**src/rtl/fetch_seq_pkg.sv**
```systemverilog
// Shared definitions for the fetch-stage sequencer:
// next-PC op codes, FSM states and reset PC.
package fetch_seq_pkg;

  localparam logic [31:0] RESET_PC_DEF = 32'h0000_3000;

  localparam logic [2:0] NPC_SEQ = 3'b000;
  localparam logic [2:0] NPC_BR  = 3'b001;
  localparam logic [2:0] NPC_J   = 3'b010;
  localparam logic [2:0] NPC_JR  = 3'b011;

  typedef enum logic [0:0] {
    ST_REQ  = 1'b0,
    ST_HELD = 1'b1
  } fs_state_e;

  typedef struct packed {
    logic [31:0] ir;
    logic [31:0] pc;
  } fd_t;

  function automatic logic [31:0] br_off(
    input logic [15:0] imm
  );
    return {{14{imm[15]}}, imm, 2'b00};
  endfunction

endpackage

```
**src/rtl/fetch_seq_npc.sv**
```systemverilog
// Combinational next-PC select and illegal-op detect.
// Redirects apply only when D holds a real instruction.
module fetch_seq_npc
  import fetch_seq_pkg::*;
(
  input  logic [31:0] i_pc_f,
  input  logic [25:0] i_ir_d,
  input  logic        i_valid_d,
  input  logic [2:0]  i_op,
  input  logic        i_cmp_zero,
  input  logic [31:0] i_gpr_rs,
  output logic [31:0] o_npc,
  output logic        o_illegal
);

  logic [31:0] w_pc4;
  logic [31:0] w_br_tgt;
  logic [31:0] w_j_tgt;

  assign w_pc4    = i_pc_f + 32'd4;
  assign w_br_tgt = i_pc_f + br_off(i_ir_d[15:0]);
  assign w_j_tgt  = {i_pc_f[31:28], i_ir_d, 2'b00};

  always_comb begin
    o_npc     = w_pc4;
    o_illegal = 1'b0;
    if (i_valid_d) begin
      unique case (i_op)
        NPC_SEQ: o_npc = w_pc4;
        NPC_BR:  o_npc = i_cmp_zero ? w_br_tgt : w_pc4;
        NPC_J:   o_npc = w_j_tgt;
        NPC_JR:  o_npc = i_gpr_rs;
        default: o_illegal = 1'b1;
      endcase
    end
  end

endmodule

```
**src/rtl/fetch_seq.sv**
```systemverilog
// F-stage PC, one-entry fetch buffer and F/D register
// with the imem request handshake.
module fetch_seq
  import fetch_seq_pkg::*;
#(
  parameter logic [31:0] RESET_PC = RESET_PC_DEF
) (
  input  logic        clk,
  input  logic        reset,
  input  logic        stall_d,
  input  logic [2:0]  npc_op_d,
  input  logic        cmp_zero_d,
  input  logic [31:0] gpr_rs_d,
  output logic        imem_req,
  output logic [31:0] imem_addr,
  input  logic        imem_ready,
  input  logic [31:0] imem_rdata,
  output logic [31:0] pc_f,
  output logic [31:0] ir_d,
  output logic [31:0] pc_d,
  output logic [31:0] pc4_d,
  output logic [31:0] pc8_d,
  output logic        valid_d,
  output logic        fetch_stall,
  output logic        npc_err
);

  fs_state_e   r_state;
  logic [31:0] r_pc_f;
  logic [31:0] r_buf;
  fd_t         r_fd;
  logic        r_valid_d;
  logic        r_err;

  logic [31:0] w_npc;
  logic        w_illegal;
  logic        w_req;
  logic        w_done;
  logic        w_adv;
  logic        w_cap;
  logic [31:0] w_word;

  fetch_seq_npc u_npc (
    .i_pc_f     (r_pc_f),
    .i_ir_d     (r_fd.ir[25:0]),
    .i_valid_d  (r_valid_d),
    .i_op       (npc_op_d),
    .i_cmp_zero (cmp_zero_d),
    .i_gpr_rs   (gpr_rs_d),
    .o_npc      (w_npc),
    .o_illegal  (w_illegal)
  );

  assign w_req  = (r_state == ST_REQ);
  assign w_done = w_req && imem_ready;
  // D only advances on a completed fetch, so redirects are never lost
  assign w_adv  = !stall_d && (w_done || !w_req);
  assign w_cap  = w_done && stall_d;
  assign w_word = w_req ? imem_rdata : r_buf;

  always_ff @(posedge clk) begin
    if (reset) begin
      r_state   <= ST_REQ;
      r_pc_f    <= RESET_PC;
      r_buf     <= '0;
      r_fd      <= '0;
      r_valid_d <= 1'b0;
      r_err     <= 1'b0;
    end else begin
      if (w_adv) begin
        r_fd.ir   <= w_word;
        r_fd.pc   <= r_pc_f;
        r_valid_d <= 1'b1;
        r_pc_f    <= w_npc;
        r_state   <= ST_REQ;
      end else if (w_cap) begin
        r_buf   <= imem_rdata;
        r_state <= ST_HELD;
      end
      if (r_valid_d && w_illegal) begin
        r_err <= 1'b1;
      end
    end
  end

  assign imem_req    = w_req;
  assign imem_addr   = r_pc_f;
  assign pc_f        = r_pc_f;
  assign ir_d        = r_fd.ir;
  assign pc_d        = r_fd.pc;
  assign pc4_d       = r_fd.pc + 32'd4;
  assign pc8_d       = r_fd.pc + 32'd8;
  assign valid_d     = r_valid_d;
  assign fetch_stall = w_req && !imem_ready;
  assign npc_err     = r_err;

endmodule

```
**config.mk**
```make
export PLATFORM = sky130hd
export DESIGN_NAME = fetch_seq
export DESIGN_NICKNAME = d
export VERILOG_FILES = /design/src/rtl/fetch_seq_pkg.sv /design/src/rtl/fetch_seq_npc.sv /design/src/rtl/fetch_seq.sv
export SDC_FILE = /design/constraint.sdc
export NUM_CORES = 1
export LEC_CHECK = 0
export ABC_CLOCK_PERIOD_IN_PS = 2400
export BUFFER_PORTS_ARGS = -buffer_cell sky130_fd_sc_hd__buf_2
export CAP_MARGIN = 20
export CELL_PAD_IN_SITES_DETAIL_PLACEMENT = 0
export CELL_PAD_IN_SITES_GLOBAL_PLACEMENT = 1
export CORE_MARGIN = 5
export CORE_UTILIZATION = 35
export CTS_BUF_LIST = sky130_fd_sc_hd__clkbuf_2 sky130_fd_sc_hd__clkbuf_4 sky130_fd_sc_hd__clkbuf_8
export DETAILED_ROUTE_END_ITERATION = 6
export PLACE_DENSITY = 0.87
export SETUP_SLACK_MARGIN = 0.15
export SLEW_MARGIN = 20
export SYNTH_ARGS = -nofsm -noshare
export SYNTH_HDL_FRONTEND = slang
export SYNTH_SLANG_ARGS = --single-unit
```
**constraint.sdc**
```tcl
create_clock -name clk -period 2.4 [get_ports clk]
set_input_delay 0.48 -clock clk [delete_from_list [all_inputs] [get_ports clk]]
set_output_delay 0.48 -clock clk [all_outputs]
set_load 0.03 [all_outputs]
```
==> impl_metrics.json, run 1 <==
{
  "area_growth_syn_to_layout_pct": 63.5,
  "design_area_um2": 15000,
  "rsz0062_at_grt": "true",
  "drive_gt1_frac": 0.491,
  "cts_inserted_buffers": 17,
  "core_area_um2": 25900,
  "startpoint": "pc_d[9]",
  "synth_edf_count": 0,
  "yosys.cell_types.count": 73,
  "multi_input_area_um2": 7480,
  "tritoncts": "built",
  "hp-class": "in2reg",
  "met2_usage": 0.417,
  "antenna_found_initial": 7,
  "synth_compound_area_frac": 0.237,
  "mostFrequentLayoutCell": "buf_2",
  "synthFlopType": "dfxtp_1",
  "fin_crit_sh": 1.13,
  "path_cells": "nand4_1, or2_4, nor3_4, buf_6, buf_12, nand2_4, xnor2_4, buf_6",
  "setup_viol": 54,
  "hold_viol": 0,
  "dp_hpwl_mm": 28.5,
  "setup_ws_ps": -309,
  "grt_use_met1": 0.328,
  "cpMostUsedCell": "buf_6",
  "cts-root-buf": "clkbuf_8",
  "fill_cells": 2223,
  "synth-simple-area-share": 0.229,
  "critPathMaxStageDelay_ps": 360,
  "leakage_nw": 6.54,
  "yosysWarnings": 0,
  "async_reset_ff_frac": 0,
  "critical_path.max_fanout": 3,
  "crit_family": "simple AND/OR/NAND/NOR gates",
  "wl_per_cell_um": 20.4,
  "vias": 11000,
  "routed_wl_mm": 40.5,
  "clock_skew_ps": 16.5,
  "drtAntennaViolNets": 0,
  "synth_adder_area_share": 0.0459,
  "crit_path_start_kind": "flip-flop",
  "slew_violations": 0,
  "min-delay-start": "imem_rdata[22]",
  "top_usage_layer": "met2",
  "ir_worst_vdd_mv": 0.357,
  "grt.total_usage": 0.254,
  "initial_utilization": 0.353,
  "ys_seq_area_frac": 0.286,
  "cp-end-kind": "output port",
  "h-tree-depth": 4,
  "final_cell_mix": "buf_2 (217), buf_4 (188), nand2_1 (176), a21oi_1 (117), buf_6 (91)",
  "overflow": 0,
  "synth_cells": 1230,
  "status": "finished, violations left",
  "max_cap_viol_count": 0,
  "port_buffers": 267,
  "synth_top_family_by_area": "compound AO/OA/AOI/OAI gates",
  "routed_via_density": 5.55,
  "clk_latency_ps": 460,
  "path_clk_slew_ps": 90,
  "rows": 59,
  "cts_buffer_depth": 2,
  "cp.required_ps": 1920,
  "path_class": "reg2out",
  "clock_sinks": 131,
  "place_ws_ps": -261,
  "drtIter0Drc": 747,
  "power.density_nw_per_um2": 397,
  "drcViolationCount": 15,
  "violations": "DRC, setup timing",
  "ys_ff_latch": 131,
  "crit_buf_inv": 3,
  "worst_slew_pin_slew_ps": 657,
  "grt_max_degree": 97,
  "crit_slowest_cell": "dfxtp_4",
  "syn_nets": 1335,
  "synth-xor-area-share": 0.0851,
  "fin_nets": 1736,
  "die_x_um": 172,
  "r2r-start": "imem_addr[2]",
  "crit_arrival_ps": 2230,
  "min_period_ps": 2710,
  "gp_congestion": 0.949,
  "max_freq_ghz": 0.369,
  "synth_area_um2": 9160,
  "grt_use_met3": 0.0683,
  "avgSynthCellArea_um2": 7.45,
  "cts_hold_buf": 0,
  "drt_first_pass_iters": 7,
  "grt_pass1_wl_mm": 59.3,
  "setup_tns_ps": -9530,
  "ff_latch_area_um2": 2740,
  "relSlewSlack": 0.557,
  "synthMuxAreaShare": 0.0393,
  "grt_pass1_vias": 10400,
  "die_y_um": 172,
  "dieArea_um2": 29500,
  "num_io_pins": 268,
  "placed_cell_area_um2": 12400
}
==> per-layer routing <==
metal,vias to the layer above,share of wire
li1,5173,-
met1,5264,0.41
met2,455,0.48
met3,91,0.082
met4,12,0.027
met5,-,0.0016
==> sequential cells by signal, indices dropped and copies added (netlist names) <==
signal     cells
valid_d        1
pc_d          32
ir_d          32
npc_err        1
imem_addr     32
r_state        1
r_buf         32
==> cell type report <==
class                      instances  share of cell area
clock inverter                    15              0.0135
clock buffer                      17              0.0156
antenna                            2            0.000334
timing repair buffer             512               0.254
tap                              335              0.0280
inverter                          21             0.00560
sequential                       131               0.183
multi-input combinational        948               0.499
==> path summary, 6_finish.rpt <==
path              endpoint  slack, ps  cells past startpoint
min              r_buf[22]        260                      3
max reg2reg  imem_addr[26]       -200                     11
max              pc8_d[29]       -310                      8
min reg2reg       r_buf[2]        460                      2
==> what timing repair did <==
action / 4_1_cts / 5_1_grt
pin swaps: 69 / 83
cloned: 0 / 0
setup buffers: 43 / 32
setup endpoints to repair: 68 / 74
gates resized for setup: 207 / 147
endpoints found under the hold margin: 0 / 0
==> cells by family (layout without fill, tap and decap cells) <==
kind of cell / after synthesis / count (layout)
AOI/OAI and AO/OA: 336 / 336
buffers and inverters: 151 / 565
other: 0 / 2
muxes: 36 / 36
xor gates and xnor gates: 89 / 89
DFF: 131 / 131
and+or+nand+nor: 454 / 454
adders and majority gates: 33 / 33
==> cell usage after synthesis, types with 5 or more instances <==
cell type / n / share of area
and4_1: 6 / 0.0057
a211oi_1: 36 / 0.030
clkbuf_1: 74 / 0.030
a221oi_1: 17 / 0.016
or2_2: 5 / 0.0034
nor2_1: 106 / 0.043
o21a_1: 9 / 0.0074
mux2i_1: 36 / 0.039
and2_1: 5 / 0.0034
ha_1: 32 / 0.044
buf_1: 12 / 0.0049
o21ai_0: 46 / 0.025
buf_2: 7 / 0.0038
and3_1: 16 / 0.011
a41oi_1: 5 / 0.0048
a31oi_1: 13 / 0.0089
a22oi_1: 9 / 0.0074
nor4_1: 6 / 0.0041
nand3_1: 41 / 0.022
nor2b_1: 6 / 0.0041
o32ai_1: 6 / 0.0057
xnor2_1: 60 / 0.057
inv_1: 21 / 0.0086
o31ai_1: 5 / 0.0041
a222oi_1: 6 / 0.0066
buf_4: 37 / 0.030
xor2_1: 29 / 0.028
dfxtp_1: 131 / 0.29
a21o_1: 12 / 0.0098
nand2_1: 200 / 0.082
o211ai_1: 7 / 0.0057
nor3_1: 18 / 0.0098
a21oi_1: 129 / 0.071
nand4_1: 20 / 0.014
==> through the flow <==
| stage | total power [mW] | utilization | hold slack, ps | std cells |
|---|---|---|---|---|
| global route | 6.20 | 0.578 | 251 | 1980 |
| finish | 5.94 | 0.578 | 257 | 1981 |
| CTS | 5.89 | 0.540 | 246 | 1947 |
| detailed placement | 3.68 | 0.477 | 446 | 1872 |
| global placement | 3.67 | 0.477 | 440 | 1872 |
| floorplan | 3.16 | - | 436 | 1230 |
==> report_power, final <==
| group | internal [mW] | switching [mW] |
|---|---|---|
| Sequential | 2.25 | 0.0967 |
| Clock | 1.14 | 0.999 |
| Combinational | 0.580 | 0.872 |
==> worst register-to-register path, cell delays in order (launching register included) <==
cell and delay [ps]:
dfxtp_4 360, ha_4 130, inv_2 40, fa_2 340
nor2b_2 150, o211ai_1 110, a211o_1 340, a211oi_4 400
nor2_2 100, o31ai_2 290, xnor2_1 150, a31oi_1 90
Note: power is estimated with default switching activity, not from simulation.
==> run 2: changes to the inputs <==
--- a/config.mk
+++ b/config.mk
@@ -5,13 +5,13 @@
 export SDC_FILE = /design/constraint.sdc
 export NUM_CORES = 1
 export LEC_CHECK = 0
+export ABC_AREA = 1
 export ABC_CLOCK_PERIOD_IN_PS = 2400
 export BUFFER_PORTS_ARGS = -buffer_cell sky130_fd_sc_hd__buf_2
 export CAP_MARGIN = 20
 export CELL_PAD_IN_SITES_DETAIL_PLACEMENT = 0
 export CELL_PAD_IN_SITES_GLOBAL_PLACEMENT = 1
-export CORE_MARGIN = 5
-export CORE_UTILIZATION = 35
+export CORE_UTILIZATION = 34
 export CTS_BUF_LIST = sky130_fd_sc_hd__clkbuf_2 sky130_fd_sc_hd__clkbuf_4 sky130_fd_sc_hd__clkbuf_8
 export DETAILED_ROUTE_END_ITERATION = 6
 export PLACE_DENSITY = 0.87
==> run 2 against run 1 <==
The flow finishes with violations (setup timing). Cell count grew 22%. Die area up 2.2%. Global-route usage is 2.5 points higher. Largest power group unchanged. Core utilization fell by 6.0 points. Fmax down 5.8%. Routed wire length is 11% higher. Highest routed layer unchanged. Sequential share of layout area fell by 0.24 points. Register-to-register slack improved by 380 ps. Sequential power grew 3%.
==> impl_metrics.json, run 2 <==
{
  "status": "finished, violations left",
  "violations": "setup timing",
  "yosysTopAreaCell": "dfxtp_1",
  "grt_pass1_vias": 11600,
  "power.density_nw_per_um2": 420,
  "grt_pass1_wl_mm": 65.8,
  "p_seq_frac": 0.387,
  "num_io_pins": 268,
  "synth_common_cells": "nand2_1 (541), inv_1 (177), a21oi_1 (140)",
  "p_comb_frac": 0.317,
  "die_x_um": 174,
  "hold_path_depth": 3,
  "grt_use_met1": 0.355,
  "hp-class": "in2reg",
  "rows": 62,
  "setup_tns_ps": -13660,
  "utilization": 0.518,
  "hold_end": "r_buf[18]",
  "drive_gt1_frac": 0.370,
  "r2r_cells": 12,
  "min-delay-start": "imem_rdata[18]",
  "insertedDiodeCount": 0,
  "wl_per_cell_um": 18.5,
  "syn_nets": 1749,
  "die_y_um": 174,
  "dieArea_um2": 30100,
  "cp.required_ps": 1920,
  "yosysTopAreaCellShare": 0.262,
  "mostFrequentLayoutCell": "nand2_1",
  "routed_via_density": 5.19,
  "avgSynthCellArea_um2": 6.09,
  "path_class": "reg2out",
  "crit_arrival_ps": 2400,
  "routed_wl_mm": 44.7,
  "final_cell_mix": "nand2_1 (505), buf_2 (216), buf_4 (173), inv_1 (167), a21oi_1 (126)",
  "p_int_mw": 3.77,
  "clock_skew_ps": 15.4,
  "ys_ff_latch": 131,
  "critical_path.max_fanout": 5,
  "vias": 12600,
  "drtAntennaViolNets": 0,
  "rsz0062_at_grt": "true",
  "yosysWarnings": 0,
  "path_clk_slew_ps": 100,
  "relSlewSlack": 0.466,
  "clock_sinks": 131,
  "area_growth_syn_to_layout_pct": 49.3,
  "setup_ws_ps": -475,
  "dp_hpwl_mm": 32.9,
  "met2_usage": 0.462,
  "grt_use_met3": 0.0577,
  "h-tree-depth": 4,
  "fin_crit_sh": 1.20,
  "max_freq_ghz": 0.348,
  "fin_nets": 2132,
  "r2r-start": "imem_addr[2]",
  "tritoncts": "built",
  "antenna_found_initial": 3,
  "cts-root-buf": "clkbuf_8",
  "p_clk_frac": 0.296,
  "drt_first_pass_iters": 5,
  "ys_seq_area_frac": 0.262,
  "core_area_um2": 28900,
  "r2r_slack_ps": 180,
  "initial_utilization": 0.347,
  "async_reset_ff_frac": 0,
  "synth_edf_count": 0,
  "clk_latency_ps": 470,
  "r2r_end": "imem_addr[18]",
  "grt.total_usage": 0.280,
  "synth_area_leaders": "dfxtp_1 (26%), nand2_1 (20%), a21oi_1 (7.0%), inv_1 (6.6%), xor2_1 (5.0%)",
  "min_period_ps": 2880,
  "drtIter0Drc": 990,
  "max_cap_viol_count": 0,
  "cts_buffer_depth": 2,
  "cp-end-kind": "output port",
  "drcViolationCount": 0,
  "p_switching_mw": 2.52,
  "synth_area_um2": 10000,
  "overflow": 0,
  "synthFlopType": "dfxtp_1",
  "crit_path_start_kind": "flip-flop",
  "cts_inserted_buffers": 17,
  "design_area_um2": 15000,
  "top_usage_layer": "met2",
  "leakage_nw": 7.18,
  "switching_share": 0.400,
  "placed_cell_area_um2": 12800,
  "cts_hold_buf": 0,
  "grt_max_degree": 64,
  "yosys.cell_types.count": 44,
  "place_ws_ps": -28.0,
  "slew_violations": 0,
  "port_buffers": 267,
  "synth_cells": 1644,
  "ir_worst_vdd_mv": 0.329,
  "hold_viol": 0,
  "worst_slew_pin_slew_ps": 801,
  "yosysMostFrequentCell": "nand2_1",
  "gp_congestion": 0.919,
  "setup_viol": 45
}
==> run 2: cell types whose count changed after synthesis, moves of 28 or more <==
cell      before  now
a211oi_1      36    0
mux2i_1       36    0
o21ai_0       46   85
xnor2_1       60    4
xor2_1        29   57
inv_1         21  177
nand3_1       41   86
nand2_1      200  541
==> run 2: worst max-delay path: stages (launching register included) <==
cell        delay [ps]
dfxtp_4            370
clkinvlp_4         150
buf_6              160
nor3_4             180
inv_2              120
nor3_4             260
nand2_2            150
nor2_4             150
nand2_2            110
xor2_4             160
buf_6              150
==> run 2: metrics by stage <==
| stage | power (mW) | hold WS, ps | cells |
|---|---|---|---|
| final | 6.28 | 259 | 2424 |
| after global routing | 6.55 | 251 | 2424 |
| after CTS | 6.17 | 234 | 2397 |
| after detailed placement | 4.23 | 456 | 2327 |
| after global placement | 4.22 | 447 | 2327 |
| after floorplan | 3.56 | 445 | 1644 |
==> run 2: area by class of cell <==
class	instances	area [µm²]
Fill cell	2848	13900
Multi-Input combinational cell	1221	7390
Timing Repair Buffer	462	3250
Sequential cell	131	2700
Inverter	194	756
Tap cell	384	480
Clock buffer	17	234
Clock inverter	15	140
==> run 2: metal layers <==
| metal | vias up | part of all wire |
|---|---|---|
| li1 | 6059 | - |
| met2 | 542 | 0.47 |
| met5 | - | 0.00076 |
| met1 | 5848 | 0.41 |
| met4 | 6 | 0.049 |
| met3 | 122 | 0.074 |
==> run 2: logic make-up after synthesis <==
family	count (synthesis)	share of synthesized area
flops	131	0.262
compound gates	307	0.172
xor+xnor	62	0.0550
buf+inv	292	0.124
simple gates	819	0.345
fa+ha+maj	33	0.0420
==> run 2: power by group through the flow <==
stage / combinational [mW] / sequential [mW] / clock [mW]
after floorplan: 0.889 / 2.67 / 0
final: 1.99 / 2.43 / 1.86
after global routing: 2.11 / 2.45 / 1.98
after CTS: 1.86 / 2.42 / 1.89
after detailed placement: 1.75 / 2.47 / 0
after global placement: 1.75 / 2.47 / 0
==> run 2: what timing repair did <==
action | 4_1_cts | 5_1_grt
endpoints found under the setup margin | 53 | 71
gates resized for setup | 141 | 187
pin swaps | 36 | 42
buffers inserted | 38 | 27
==> run 2: how the worst max path moves through the flow <==
stage	startpoint	end	slack [ps]	cells past startpoint
after floorplan	pc_d[3]	pc4_d[31]	20	13
after global placement	pc_d[15]	pc4_d[31]	-20	9
after detailed placement	pc_d[3]	pc4_d[30]	-30	11
after CTS	pc_d[3]	pc4_d[31]	-400	14
after global routing	pc_d[11]	pc8_d[28]	-560	10
final	pc_d[11]	pc8_d[28]	-480	10
